$ cat src/rtl/seq_match.sv
// Sequence playback and key-entry checker: latches a symbol sequence on start,
// shows a growing prefix each round, and verifies the player's keys against it.
module seq_match #(
    parameter int SYMS        = 9,
    parameter int SHOW_CYCLES = 25000000,
    parameter int GAP_CYCLES  = 12500000,
    parameter int TIMEOUT     = 250000000
) (
    input  logic              clk,
    input  logic              reset_n,
    input  logic              start,
    input  logic [2*SYMS-1:0] seq_in,
    input  logic              key_valid,
    input  logic [1:0]        key_sym,
    output logic              show_valid,
    output logic [1:0]        show_sym,
    output logic              busy,
    output logic [3:0]        level,
    output logic              pass,
    output logic              fail
);

    localparam int MAX_SG = (SHOW_CYCLES > GAP_CYCLES) ? SHOW_CYCLES : GAP_CYCLES;
    localparam int MAX_C  = (MAX_SG > TIMEOUT) ? MAX_SG : TIMEOUT;
    localparam int CW     = (MAX_C > 1) ? $clog2(MAX_C) : 1;

    typedef enum logic [2:0] {IDLE, SHOW, GAP, INPUT, PASS, FAIL} state_t;

    state_t            state, state_d;
    logic [CW-1:0]     cnt, cnt_d;
    logic [3:0]        idx, idx_d;
    logic [3:0]        level_d;
    logic [2*SYMS-1:0] seq_q, seq_d;
    logic [1:0]        cur_sym;
    logic              last_idx;

    assign cur_sym  = seq_q[{idx, 1'b0} +: 2];
    assign last_idx = (idx == level - 4'd1);

    always_ff @(posedge clk) begin
        if (!reset_n) begin
            state <= IDLE;
            cnt   <= '0;
            idx   <= '0;
            level <= '0;
            seq_q <= '0;
        end else begin
            state <= state_d;
            cnt   <= cnt_d;
            idx   <= idx_d;
            level <= level_d;
            seq_q <= seq_d;
        end
    end

    // The single cycle counter restarts from zero whenever the state changes.
    always_comb begin
        state_d = state;
        cnt_d   = cnt + 1'b1;
        idx_d   = idx;
        level_d = level;
        seq_d   = seq_q;
        case (state)
            IDLE, PASS, FAIL: begin
                cnt_d = '0;
                if (start) begin
                    seq_d   = seq_in;
                    level_d = 4'd1;
                    idx_d   = '0;
                    state_d = SHOW;
                end
            end
            SHOW: begin
                if (cnt == CW'(SHOW_CYCLES - 1)) begin
                    cnt_d   = '0;
                    state_d = GAP;
                end
            end
            GAP: begin
                if (cnt == CW'(GAP_CYCLES - 1)) begin
                    cnt_d = '0;
                    if (last_idx) begin
                        idx_d   = '0;
                        state_d = INPUT;
                    end else begin
                        idx_d   = idx + 4'd1;
                        state_d = SHOW;
                    end
                end
            end
            INPUT: begin
                // A key on the expiry cycle takes priority over the timeout.
                if (key_valid) begin
                    cnt_d = '0;
                    if (key_sym != cur_sym) begin
                        state_d = FAIL;
                    end else if (!last_idx) begin
                        idx_d = idx + 4'd1;
                    end else if (level == 4'(SYMS)) begin
                        state_d = PASS;
                    end else begin
                        level_d = level + 4'd1;
                        idx_d   = '0;
                        state_d = SHOW;
                    end
                end else if (cnt == CW'(TIMEOUT - 1)) begin
                    cnt_d   = '0;
                    state_d = FAIL;
                end
            end
            default: state_d = IDLE;
        endcase
    end

    assign show_valid = (state == SHOW);
    assign show_sym   = (state == SHOW) ? cur_sym : 2'd0;
    assign busy       = (state == SHOW) || (state == GAP) || (state == INPUT);
    assign pass       = (state == PASS);
    assign fail       = (state == FAIL);

endmodule
$ cat config.mk
export PLATFORM = sky130hd
export DESIGN_NAME = seq_match
export DESIGN_NICKNAME = d
export VERILOG_FILES = /design/src/rtl/seq_match.sv
export SDC_FILE = /design/constraint.sdc
export NUM_CORES = 1
export LEC_CHECK = 0
export BUFFER_PORTS_ARGS = -buffer_cell sky130_fd_sc_hd__buf_2
export CORE_ASPECT_RATIO = 0.75
export CORE_UTILIZATION = 45
export DETAILED_ROUTE_END_ITERATION = 6
export SYNTH_ARGS = -nofsm -noshare
export SYNTH_HDL_FRONTEND = slang
export SYNTH_SLANG_ARGS = --single-unit
$ cat constraint.sdc
create_clock -name clk -period 3.53 [get_ports clk]
set_clock_uncertainty 0.1 [all_clocks]
set_input_delay 0.353 -clock clk [delete_from_list [all_inputs] [get_ports clk]]
set_output_delay 0.353 -clock clk [all_outputs]
set_load 0.02 [all_outputs]
==> results.yml, run 1 <==
setup_path:
  cp.arrival_ns: 2.98
  crit_family: "simple AND/OR/NAND/NOR gates"
  r2r-start: "idx[0]"
  crit_type: "register to register"
  cpPeakStageDelay_ns: 0.71
  crit_required_ns: 3.71
  crit_slowest_cell: "dfxtp_1"
  path_max_fanout: 12
  critPathLaunch: "idx[0]"
  worstSetupEndpointType: "register"
  path_buf_inv: 0
  critical_path.cell_chain: "mux4_1 > or2_0 > nand2b_1 > nand3_1 > a21oi_2 > or4b_1 > nand2_1"
  startpoint_type: "register"
  r2r_slack_ns: 0.72
place:
  dp_cells: 472
  dpl_cell_area_um2: 3250
  dpl_worst_slack_ns: 0.728
  dp_hpwl_um: 4840
  gp_congestion: 0.853
  portBuffers: 33
power_and_ir_drop:
  p_leak_uw: 0.00130
  powerDensity_nw_per_um2: 555
  irDropWorstVdd_uv: 257
synthesis:
  yosysWarnings: 0
  synth_area_um2: 3040
  yosysTopAreaCellShare: 0.376
  syn_inst: 371
  synth-edff-count: 0
  ys_types: 63
  ys_ff_latch: 57
  synth_flop_cell: "dfxtp_1"
  synth.largest_area_cell: "dfxtp_1"
  syn_nets: 400
  syn_avg_cell_area_um2: 8.18
  ys_async_sr_fraction: 0
  yosysSeqAreaShare: 0.376
  synthTopCellsByArea: "dfxtp_1, nand2_1, nor2_1"
clock_network:
  cts_setup_buffers: 0
  cts_hold_buf: 0
  clockBufferDepth: 2
  cts-resized-gates: 0
  cts_tree: "done"
  clkLatencyLatePin_ns: 0.33
  ctsHtreeMaxLevel: 3
  cts_sinks: 57
  cts_buffers: 9
  cts-root-buf: "clkbuf_8"
  clkTransAtPathRegs_ns: 0.06
layout:
  n_fill_cell: 618
  drive_gt1_frac: 0.153
  final_area_um2: 3440
  area_growth_syn_to_layout_pct: 13.5
  nets: 431
  layoutNonFillerInstCount: 487
  diodes: 0
hold_path:
  hp-class: "primary input to register"
  hp-start: "seq_in[12]"
die:
  die_h_um: 73.1
  die_w_um: 96.8
  die_area_um2: 7080
  ioPinCount: 34
  rows: 25
  core_region_area_um2: 6410
  start_util: 0.473
routing:
  detail_route.wl_per_cell_um: 13.6
  via_per_inst: 5.26
  vias: 2561
  drcViolationCount: 0
  ant_nets: 0
  first_iter_violations: 140
  wl_um: 6640
  first_pass_iters: 5
flow_run:
  drv_cap: 0
timing:
  timing.final.crit_share: 0.795
  max_freq_ghz: 0.356
  postLayoutSetupSlackWorst_ns: 0.724
  rsz0062_at_grt: "no"
  finalSetupTns_ns: 0
  worst_pin_slew_ns: 0.807
  drv_slew: 0
  finalSetupViolCount: 0
  hold_viol: 0
  maxSlewHeadroom: 0.461
  fin_crit_ns: 2.81
global_routing:
  antenna_found_initial: 0
  grt-ovfl-total: 0
  grt_max_degree: 28
  grt_usage: 0.203
  grt_pass1_wl_um: 11300
  first_global_vias: 2293
status:
  status: "complete, no violations"
==> logic make-up (layout without fill, tap and decap cells) <==
kind of cell	count (synthesis)	count (layout)	synth area share
AOI/OAI and AO/OA	55	55	0.121
xor gates and xnor gates	33	33	0.0977
adders and majority gates	5	5	0.0206
buffers and inverters	26	61	0.0359
DFF	57	57	0.376
muxes	9	9	0.0392
and+or+nand+nor	186	186	0.310
==> cell usage after synthesis (2+ instances only) <==
| cell | number |
|---|---|
| a31oi_1 | 3 |
| nor2_1 | 48 |
| o21ai_0 | 2 |
| nand3_1 | 10 |
| buf_1 | 2 |
| a22oi_1 | 2 |
| nand2_1 | 65 |
| xor2_1 | 15 |
| o21a_1 | 2 |
| xnor2_1 | 17 |
| nand4b_1 | 2 |
| nor3b_1 | 2 |
| nand2b_1 | 3 |
| nand4_1 | 8 |
| clkbuf_1 | 9 |
| and4_1 | 3 |
| nand4bb_1 | 2 |
| inv_1 | 11 |
| mux2i_1 | 7 |
| a221o_1 | 2 |
| and2_1 | 7 |
| and3_1 | 6 |
| buf_2 | 3 |
| nand3b_1 | 2 |
| dfxtp_1 | 57 |
| nor3_1 | 7 |
| a21o_1 | 2 |
| or4_1 | 2 |
| nor2b_1 | 3 |
| nor4_1 | 3 |
| o211a_1 | 3 |
| ha_1 | 5 |
| a21oi_1 | 26 |
==> tightest hold or removal path, stage by stage <==
cell,delay (ns)
buf_2,0.09
nand2_1,0.04
a21oi_1,0.05
==> power by group <==
group	total [µW]	internal (µW)	switching, µW
registers	774	705	69.8
logic	533	199	334
clock network	604	358	246
total	1910	1260	649
==> state kept, by name, indices dropped and copies added, names as in the netlist <==
| register | count |
|---|---|
| cnt | 28 |
| idx | 4 |
| seq_q | 18 |
| state | 3 |
| level | 4 |
==> stage by stage <==
stage / power (µW) / hold WS (ns) / util
detailed placement: 1320 / 0.347 / 0.507
CTS: 1930 / 0.134 / 0.537
finish: 1910 / 0.154 / 0.537
global placement: 1320 / 0.343 / 0.507
global route: 2040 / 0.125 / 0.537
floorplan: 1180 / 0.330 / -
==> final timing paths <==
| kind | to | cells past startpoint |
|---|---|---|
| worst max-delay path | level[3] | 7 |
| worst min-delay path | seq_q[12] | 3 |
| worst max register to register | level[3] | 7 |
| worst min register to register | seq_q[1] | 2 |
==> metal layers <==
| metal | share of wire | track usage |
|---|---|---|
| met1 | 0.56 | 0.311 |
| met2 | 0.38 | 0.261 |
| met3 | 0.047 | 0.0613 |
| met4 | 0.0083 | 0.0746 |
| met5 | 0 | 0 |
==> cell type report <==
| cell class | count | area (µm²) | area share |
|---|---|---|---|
| clock inverters | 3 | 40.0 | 0.0116 |
| repair buffers | 35 | 180 | 0.0523 |
| clock buffers | 12 | 155 | 0.0450 |
| flip-flops and latches | 57 | 1140 | 0.331 |
| well taps | 81 | 101 | 0.0294 |
| multi-input cells | 288 | 1790 | 0.518 |
| inverters | 11 | 41.3 | 0.0120 |
==> layout by cell type (no fill, tap or decap), drive strengths merged, types with 5 or more instances in the layout <==
| cell | Yosys | layout |
|---|---|---|
| nand2 | 65 | 65 |
| ha | 5 | 5 |
| mux2i | 7 | 7 |
| and3 | 6 | 6 |
| nand3 | 10 | 10 |
| buf | 6 | 35 |
| nor3 | 7 | 7 |
| and2 | 8 | 8 |
| xnor2 | 17 | 17 |
| xor2 | 16 | 16 |
| nand4 | 8 | 8 |
| inv | 11 | 11 |
| clkbuf | 9 | 12 |
| dfxtp | 57 | 57 |
| a21oi | 27 | 27 |
| nor2 | 49 | 49 |
(Power assumes the default switching activity.)
==> run 2, diff against run 1 <==
==> constraint.sdc (replaced) <==
create_clock -name clk -period 2.7 [get_ports clk]
set_clock_uncertainty 0.1 [all_clocks]
set_input_delay 0.27 -clock clk [delete_from_list [all_inputs] [get_ports clk]]
set_output_delay 0.27 -clock clk [all_outputs]
set_load 0.02 [all_outputs]
==> run 2 against run 1 <==
Die area stayed put. Utilization is 1.1 points higher. Critical path depth is 1 higher. Flip-flop and latch count stayed put. Critical path type unchanged. Highest routed layer unchanged.
==> results.yml, run 2 (synthesized netlist as in run 1, its figures left out) <==
status:
  status: "complete, no violations"
layout:
  layout_common_cells: "nand2_1, dfxtp_1, nor2_1, buf_2, a21oi_1"
  nets: 438
  drive_gt1_frac: 0.176
  diodes: 0
  area_growth_syn_to_layout_pct: 15.9
  top_register: "cnt"
  final_common_cell: "nand2_1"
  regArea_um2: 1140
  largest_reg_flops: 28
  n_fill_cell: 617
  top_regs: "cnt: 28 flops, seq_q: 18 flops"
  multi_input_area_um2: 1800
power_and_ir_drop:
  powerDensity_nw_per_um2: 730
  clock_power_share: 0.323
  p_seq_frac: 0.382
  p_leak_uw: 0.00133
  irDropWorstVdd_uv: 278
  combPwrFrac: 0.295
  swShare: 0.363
  switching_power_uw: 931
  p_int_uw: 1640
routing:
  detail_route.wl_per_cell_um: 14.0
  drcViolationCount: 0
  ant_nets: 0
  first_pass_iters: 4
  first_iter_violations: 133
  via_per_inst: 5.38
  wl_um: 6950
  vias: 2662
setup_path:
  startpoint_type: "register"
  worstSetupEndpointType: "register"
  crit-reg2reg-capture: "idx[0]"
  crit_required_ns: 2.87
  r2r-start: "idx[0]"
  reg2regPathDepth: 8
  cp.arrival_ns: 2.65
  path_max_fanout: 10
  r2r_slack_ns: 0.22
  crit_type: "register to register"
global_routing:
  grt_max_degree: 28
  grt-ovfl-total: 0
  antenna_found_initial: 0
  grt_pass1_wl_um: 11400
  grt_usage: 0.206
  first_global_vias: 2350
timing:
  worst_pin_slew_ns: 0.462
  drv_slew: 0
  fin_crit_ns: 2.48
  timing.final.crit_share: 0.920
  finalSetupTns_ns: 0
  finalSetupViolCount: 0
  hold_ws_ns: 0.0523
  max_freq_ghz: 0.402
  hold_viol: 0
  rsz0062_at_grt: "no"
  maxSlewHeadroom: 0.692
clock_network:
  cts-root-buf: "clkbuf_8"
  cts_tree: "done"
  clkLatencyLatePin_ns: 0.35
  clockBufferDepth: 2
  cts_sinks: 57
  cts_hold_buf: 0
  ctsHtreeMaxLevel: 3
  clkTransAtPathRegs_ns: 0.08
  cts_buffers: 9
hold_path:
  whs_endpoint: "seq_q[2]"
  hp-start: "seq_in[2]"
  hold_path_depth: 3
  hp-class: "primary input to register"
flow_run:
  drv_cap: 0
die:
  core_region_area_um2: 6410
  die_h_um: 73.1
  ioPinCount: 34
  start_util: 0.473
  rows: 25
  die_area_um2: 7080
  die_w_um: 96.8
place:
  portBuffers: 33
  gp_congestion: 0.829
  dp_hpwl_um: 4920
[run 2: metal layers]
metal | GRT usage | routed length, µm | vias to the layer above | share of wire
met1 | 0.305 | 3680 | 1221 | 0.53
met4 | 0.0829 | 89 | 0 | 0.013
met5 | 0 | 0 | - | 0
met2 | 0.282 | 2800 | 68 | 0.40
li1 | - | - | 1364 | -
met3 | 0.0536 | 385 | 9 | 0.055
[run 2: repair_timing]
action | 4_1_cts | 5_1_grt
gates resized for setup | 0 | 2
setup endpoints to repair | 0 | 3
buffers inserted | 0 | 0
[run 2: power groups by stage]
stage / combinational (µW) / sequential [µW] / clock [µW]
2_1_floorplan: 551 / 995 / 0
3_3_place_gp: 750 / 999 / 0
3_5_place_dp: 756 / 999 / 0
4_1_cts: 761 / 980 / 850
5_1_grt: 837 / 990 / 888
6_report: 758 / 980 / 828
[run 2: per-stage QoR]
| stage | utilization | setup slack, ns | area [µm²] | instances | total power (µW) |
|---|---|---|---|---|---|
| 6_report | 0.548 | 0.215 | 3520 | 495 | 2570 |
| 3_5_place_dp | 0.515 | 0.180 | 3300 | 479 | 1750 |
| 4_1_cts | 0.547 | 0.139 | 3500 | 495 | 2590 |
| 3_3_place_gp | 0.515 | 0.186 | 3300 | 479 | 1750 |
| 5_1_grt | 0.548 | 0.0285 | 3520 | 495 | 2710 |
| 2_1_floorplan | - | 0.250 | 3040 | 371 | 1550 |
[run 2: critical path, cell delays in order, from the launching register on]
cell and delay [ns]:
dfxtp_1 0.39, buf_4 0.23, mux2i_1 0.14, a221oi_2 0.37, mux2i_1 0.23, nand3_1 0.17
and2_2 0.28, o21ai_1 0.23, mux2i_1 0.26
[run 2: cell type report]
cell class,count,share of cell area
clock buffers,9,0.0352
clock inverters,7,0.0224
inverters,11,0.0117
multi-input cells,288,0.511
flip-flops and latches,57,0.324
well taps,81,0.0288
repair buffers,42,0.0662
[run 2: how the worst max path moves through the flow]
stage / depth (start not counted) / startpoint / end
final: 8 / idx[0] / idx[0]
after detailed placement: 8 / idx[0] / idx[0]
after CTS: 8 / idx[0] / idx[0]
after floorplan: 8 / level[0] / level[2]
after global routing: 8 / idx[0] / idx[0]
after global placement: 8 / idx[0] / idx[0]
